[config.mk]
export PLATFORM = sky130hd
export DESIGN_NAME = mem_arbiter
export DESIGN_NICKNAME = d
export VERILOG_FILES = /design/src/rtl/mem_arbiter.sv
export SDC_FILE = /design/constraint.sdc
export NUM_CORES = 1
export LEC_CHECK = 0
export ABC_AREA = 1
export CORE_MARGIN = 4
export CORE_UTILIZATION = 50
export DETAILED_ROUTE_END_ITERATION = 8
export PLACE_DENSITY = 0.87
export SYNTH_ARGS = -nofsm -noshare
export SYNTH_HDL_FRONTEND = slang
export SYNTH_SLANG_ARGS = --single-unit
export TNS_END_PERCENT = 1
[constraint.sdc]
create_clock -name CLK -period 7.8 [get_ports CLK]
set_input_delay 0.78 -clock CLK [delete_from_list [all_inputs] [get_ports CLK]]
set_output_delay 0.78 -clock CLK [all_outputs]
set_load 0.02 [all_outputs]
[src/rtl/mem_arbiter.sv]
// Memory arbiter: serves instruction-fetch and data requests over one single-port RAM
// with a req/ack handshake. Define IBUF_EN to add a one-entry instruction buffer.
module mem_arbiter #(
    parameter int ADDR_W = 32,
    parameter int DATA_W = 32
) (
    input  logic              CLK,
    input  logic              RST,
    input  logic              iren,
    input  logic [ADDR_W-1:0] iaddr,
    output logic              ihit,
    output logic [DATA_W-1:0] iload,
    input  logic              dren,
    input  logic              dwen,
    input  logic [ADDR_W-1:0] daddr,
    input  logic [DATA_W-1:0] dstore,
    output logic              dhit,
    output logic [DATA_W-1:0] dload,
    output logic              ram_ren,
    output logic              ram_wen,
    output logic [ADDR_W-1:0] ram_addr,
    output logic [DATA_W-1:0] ram_wdata,
    input  logic [DATA_W-1:0] ram_rdata,
    input  logic              ram_ack
);

    typedef enum logic [1:0] {IDLE, DACC, IACC, RESP} state_t;
    typedef enum logic {GRANT_INSTR, GRANT_DATA} grant_t;

    state_t            state_q, state_d;
    grant_t            grant_q, last_grant_q;
    logic              write_q;
    logic [ADDR_W-1:0] addr_q;
    logic [DATA_W-1:0] wdata_q, rdata_q, iload_q, dload_q;
    logic              d_pend, pick_data, pick_instr, buf_hit, grant_en, ack_en;

    // Under contention the stream that did not win last time gets the RAM.
    assign d_pend     = dren | dwen;
    assign pick_data  = d_pend & (~iren | (last_grant_q != GRANT_DATA));
    assign pick_instr = iren & ~pick_data;
    assign grant_en   = (state_q == IDLE) & (pick_data | pick_instr);
    assign ack_en     = ((state_q == DACC) | (state_q == IACC)) & ram_ack;

`ifdef IBUF_EN
    logic              buf_valid_q;
    logic [ADDR_W-3:0] buf_tag_q;
    logic [DATA_W-1:0] buf_word_q;

    assign buf_hit = iren & ~d_pend & buf_valid_q & (buf_tag_q == iaddr[ADDR_W-1:2]);

    always_ff @(posedge CLK or posedge RST) begin
        if (RST) begin
            buf_valid_q <= 1'b0;
            buf_tag_q   <= '0;
            buf_word_q  <= '0;
        end else if ((state_q == IACC) && ram_ack) begin
            buf_valid_q <= 1'b1;
            buf_tag_q   <= addr_q[ADDR_W-1:2];
            buf_word_q  <= ram_rdata;
        end else if (grant_en && pick_data && dwen && (daddr[ADDR_W-1:2] == buf_tag_q)) begin
            buf_valid_q <= 1'b0;
        end
    end
`else
    assign buf_hit = 1'b0;
`endif

    // NOTE: sequential state uses non-blocking (<=) so every flop samples pre-edge values.
    always_ff @(posedge CLK or posedge RST) begin
        if (RST) state_q <= IDLE;
        else     state_q <= state_d;
    end

    // NOTE: every output of this block gets a default first, so no latch can be inferred.
    always_comb begin
        state_d = state_q;
        ram_ren = 1'b0;
        ram_wen = 1'b0;
        ihit    = 1'b0;
        dhit    = 1'b0;
        case (state_q)
            IDLE: begin
                if (pick_data)       state_d = DACC;
                else if (pick_instr) state_d = buf_hit ? RESP : IACC;
            end
            DACC: begin
                ram_wen = write_q;
                ram_ren = ~write_q;
                if (ram_ack) state_d = RESP;
            end
            IACC: begin
                ram_ren = 1'b1;
                if (ram_ack) state_d = RESP;
            end
            RESP: begin
                state_d = IDLE;
                // A hit is only issued if the requester still wants this exact address.
                if (grant_q == GRANT_DATA) dhit = (write_q ? dwen : dren) && (daddr == addr_q);
                else                       ihit = iren && (iaddr == addr_q);
            end
            default: state_d = IDLE;
        endcase
    end

    always_ff @(posedge CLK or posedge RST) begin
        if (RST) begin
            grant_q      <= GRANT_INSTR;
            last_grant_q <= GRANT_INSTR;
            write_q      <= 1'b0;
            addr_q       <= '0;
            wdata_q      <= '0;
            rdata_q      <= '0;
            iload_q      <= '0;
            dload_q      <= '0;
        end else begin
            if (grant_en) begin
                grant_q      <= pick_data ? GRANT_DATA : GRANT_INSTR;
                last_grant_q <= pick_data ? GRANT_DATA : GRANT_INSTR;
                write_q      <= pick_data & dwen;
                addr_q       <= pick_data ? daddr : iaddr;
                if (pick_data) wdata_q <= dstore;
            end
            if (ack_en) rdata_q <= ram_rdata;
`ifdef IBUF_EN
            if (grant_en && buf_hit) rdata_q <= buf_word_q;
`endif
            if (ihit)             iload_q <= rdata_q;
            if (dhit && !write_q) dload_q <= rdata_q;
        end
    end

    // Load outputs expose the captured word only in the hit cycle, so a flushed
    // fetch never disturbs the value the pipeline last accepted.
    assign iload     = ihit ? rdata_q : iload_q;
    assign dload     = (dhit && !write_q) ? rdata_q : dload_q;
    assign ram_addr  = {addr_q[ADDR_W-1:2], 2'b00};
    assign ram_wdata = wdata_q;

endmodule
### Yosys cells after proc, flatten, opt, wreduce, memory -nomap -nowiden

Cells that the tools add are included.

| storage, ports and cells | value |
|---|---|
| bits in registers | 164 |
| bits of input ports | 134 |
| output and inout bits | 132 |
| word-level logic and storage cells | 51 |

| operators by class | value |
|---|---|
| equality and inequality tests | 7 |
| multiplexer cells | 15 |
| bitwise operators | 13 |
| reductions and logical operators | 8 |

Operators by type and width:

| cell | number |
|---|---|
| two-way mux 32 bit | 3 |
| equality test 32 bit | 2 |
| two-way mux 1 bit | 7 |
| two-way mux 2 bit | 3 |
| one-hot mux 2 bit (3 select lines) | 1 |
| bitwise AND 1 bit | 5 |
| equality test 2 bit (second input constant) | 2 |
| inverter 1 bit | 4 |
| OR 1 bit | 4 |
| AND reduction 2 bit | 2 |
| logical AND 1 bit | 3 |
| != test 3 bit (second input constant) | 1 |
| equality test 2 x 1 -> 1 bit (second input constant) | 1 |
| logical NOT 2 bit | 1 |
| != test 2 x 1 -> 1 bit (second input constant) | 1 |
| one-hot mux 1 bit (2 select lines) | 1 |
| OR reduction 2 bit | 1 |
| logical NOT 1 bit | 1 |

### Depth between registers and ports, before layout

| depth | value |
|---|---|
| word-level depth | 8 |
| mapped depth | 12 |
| depth with buffers taken out | 11 |

### Least setup slack after synthesis

OpenSTA, ideal clock, no wires.

| timing path | value |
|---|---|
| path type | input-to-output |
| from | in daddr[9] |
| to | out dhit |
| data arrival time | 1.922 ns |
| data required time | 7.020 ns |
| path slack | 5.098 ns |
| stages on the path | 4 |
| buffers on the path | 0 |
| cell sequence | xor2_1 nor2_1 nand3_1 nor4_1 |

| between the ends | value |
|---|---|
| word-level cells in the longest chain between the ends | 4 |

RTL lines:

| element | RTL line | RTL |
|---|---|---|
| start, declared | 15 | `input logic [ADDR_W-1:0] daddr,` |
| equality test 32 bit | 98 | `if (grant_q == GRANT_DATA) dhit = (write_q ? dwen : dren) && (daddr == addr_q);` |
| logical AND 1 bit | 98 |  |
| two-way mux 1 bit | 98 |  |
| two-way mux 1 bit | 81 | `case (state_q)` |
| end, declared | 17 | `output logic dhit,` |

Every way passes these cells.

### Worst setup path after layout

| timing path | value |
|---|---|
| from | in iaddr[31] |
| to | out iload[26] |

| between the ends | value |
|---|---|
| word-level cells in the longest chain between the ends | 5 |

RTL lines:

| element | RTL line | RTL |
|---|---|---|
| start, declared | 10 | `input logic [ADDR_W-1:0] iaddr,` |
| equality test 32 bit | 99 | `else ihit = iren && (iaddr == addr_q);` |
| logical AND 1 bit | 99 |  |
| two-way mux 1 bit | 98 |  |
| two-way mux 1 bit | 81 |  |
| two-way mux 32 bit | -- |  |
| end, declared | 12 | `output logic [DATA_W-1:0] iload,` |

Every way passes these cells.

==> summary.txt <==
status: completed
Net Sw Power: 1410 uW
pre-CTS setup slack: 2840 ps
Synth area leader: dfrtp_1
Core Area: 15400 um2
vias in the first global route: 6897
main flop type after synthesis: dfrtp_1
Die X: 134 um
Most common cell on crit path: nand2_1
detail-routed via count per cell: 5.35
CP Launch Type: input port
WP data required: 7020 ps
input/output buffers: 263
unique cell type count in the Yosys netlist: 35
clock tree sinks: 164
Slew HR: 23.7%
post-CTS resize count: 0
CTS max path bufs: 2
Pwr Total: 3810 uW
FP Rows: 45
Pins Over Slew Limit: 0
Skew-Pair Late Insertion Delay: 420 ps
top-count cell post-synth: nand2_1
Pre-antenna DRT Iters: 5
post-synth top area share: 51.8%
Root Driver: clkbuf_16
critical path fanouts, max: 33
clock skew: 13.5 ps
Num CTS Buffers: 17
VDD IR max: 309 uV
Starting Density: 51.6%
initial antenna violation count: 0
Synth top cells by count: 233 x nand2_1, 164 x dfrtp_1, 77 x o21ai_0, 64 x mux2_2, 63 x nor2_1
number of I/O pins: 266
sequential area share after synthesis: 51.8%
Antenna diodes: 0
final antenna-violating net count: 0
final wirelength: 23.4 mm
worst r2r dst: iload_q[30]$_DFF_PP0_
CTS H-tree lvls: 4
R2R cell count: 9
largest net degree at the start of global routing: 97
TritonCTS clock tree: yes
Worst Max-Slew Pin Slew: 1140 ps
worst setup margin: 2810 ps
setup TNS: 0 ps
Final Wtd Congestion: 0.877
Reg clk slew, reported paths: 60 ps
Pint: 2400 uW
pwr dens: 345 nW/um2
All-Layer GR Usage: 25.7%
DR WL/cell: 17.9 um
leakage: 0.00517 uW
DR iter-0 viols: 534
Setup crit start: iaddr[31]
detailed placer's ending HPWL: 16.4 mm
first-pass GRT wire length: 36.5 mm
WHS: 467 ps
Synth Cell Area: 7920 um2
slowest cell on the critical path: nor2_4
die area: 17900 um2
max_cap viols: 0
FMAX: 0.200 GHz
switch share: 37.0%
Worst Setup EP: iload[26]
Yosys warnings: 0
flops & latches, synth: 164
RSZ-0062 raised after global routing: no
Comb power frac: 40.4%
share of cells above drive strength 1: 11.3%
Syn Inst Count: 868
Setup CP Type: input port to primary output
fillcell total: 1152
Crit. End Element: primary output
arrival time worst endpoint: 4210 ps
synth top area cells: dfrtp_1 52%, nand2_1 11%, mux2_2 9.1%
Hold Path Class: register to register
Post-synth EDFFs: 0
sequential group share of total power: 35.6%
ys async rst share: 100%
# Post-CTS Setup Buffers: 0
die height: 134 um
nets@finish: 1222
DRC: 0
worst-path cell chain: clkdlybuf4s50_1, inv_1, nand2_1, o21ai_0, nor2_1, nand2_1, nor2_1, nand3_2, nor2_4, nand2_1, nand2_1, clkdlybuf4s50_1
Via Count: 6995
final-report setup violation count: 0
RR Startpoint: state_q[0]$_DFFE_PP0P_
Syn Area/Cell: 9.13 um2
r2r setup slk: 4900 ps
final worst path period need: 4990 ps
hold_buf cts: 0
Layout area overhead: 39.5%
Hold Vio Cnt, Final: 0
period utilization: 64.0%
clock network fraction of design power: 24.0%
Max stage delay on crit path: 880 ps
Congestion Overflow GR: 0
-- per-stage QoR --
stage / instance area, um2 / cells / utilization (%)
3_5_place_dp: 10400 / 1276 / 67.7
4_1_cts: 11100 / 1308 / 71.9
5_1_grt: 11100 / 1308 / 71.9
3_3_place_gp: 10400 / 1276 / 67.7
2_1_floorplan: 7930 / 869 / -
6_report: 11100 / 1308 / 71.9
-- layout make-up --
| type | instances | area, um2 | area share [%] |
|---|---|---|---|
| sequential | 164 | 4100 | 37.1 |
| multi-input combinational | 562 | 3100 | 28.1 |
| timing repair buffer | 268 | 2670 | 24.2 |
| clock buffer | 17 | 425 | 3.85 |
| inverter | 71 | 272 | 2.46 |
| tap | 211 | 264 | 2.39 |
| clock inverter | 15 | 218 | 1.97 |
-- power by group through the flow --
stage	registers [uW]	logic, uW	clock network (uW)
6_report	1360	1540	916
5_1_grt	1390	1670	967
4_1_cts	1350	1540	929
3_5_place_dp	1360	1530	0
3_3_place_gp	1350	1500	0
2_1_floorplan	1410	952	0
-- flip-flops by register name, summed over array words and instances (netlist names) --
name          flops
addr_q           32
dload_q          32
iload_q          32
last_grant_q      1
ram_wdata        32
rdata_q          32
state_q           2
write_q           1
-- worst max-delay path, delay by kind of cell --
| family | cells | cell delay, ps |
|---|---|---|
| AO/OA/AOI/OAI | 1 | 80 |
| buffers and inverters | 3 | 1160 |
| AND/OR/NAND/NOR | 8 | 2160 |
-- cell usage in the layout, fill, tap and decap left out, types with 5 or more instances in the layout --
cell type and instances:
inv_2 11, nand2_1 233, clkdlybuf4s50_1 263, o21ai_1 6, dfrtp_1 164, o21ai_0 77, buf_4 5, xnor2_1 9
nor2_1 63, mux2_2 64, o22ai_1 34, inv_1 58, xor2_1 9, clkbuf_16 17, nand4_1 37, inv_6 6
-- worst min-delay path by stage --
stage	startpoint	endpoint	slack [ps]	depth (start not counted)
3_3_place_gp	dload_q[26]$_DFF_PP0_	dload_q[26]$_DFF_PP0_	450	2
3_5_place_dp	dload_q[22]$_DFF_PP0_	dload_q[22]$_DFF_PP0_	460	2
4_1_cts	dload_q[8]$_DFF_PP0_	dload_q[8]$_DFF_PP0_	470	2
6_report	dload_q[8]$_DFF_PP0_	dload_q[8]$_DFF_PP0_	470	2
2_1_floorplan	rdata_q[29]$_DFFE_PP0P_	rdata_q[29]$_DFFE_PP0P_	500	1
5_1_grt	dload_q[10]$_DFF_PP0_	dload_q[10]$_DFF_PP0_	480	2
-- cells by family (layout without fill, tap and decap cells) --
group | after synthesis | after routing | share of synthesized area, %
AOI/OAI and AO/OA | 125 | 125 | 8.61
xor gates and xnor gates | 18 | 18 | 1.99
adders and majority gates | 4 | 4 | 0.632
buffers and inverters | 143 | 371 | 9.25
DFF | 164 | 164 | 51.8
muxes | 64 | 64 | 9.10
other | 1 | 2 | 0.0473
and+or+nand+nor | 349 | 349 | 18.6
-- per-layer routing --
metal	wire [um]	GRT usage [%]
met1	9300	33.0
met5	0	0
met3	2000	7.13
met4	738	9.03
met2	11400	42.1
Power figures use the tool's default switching activity.
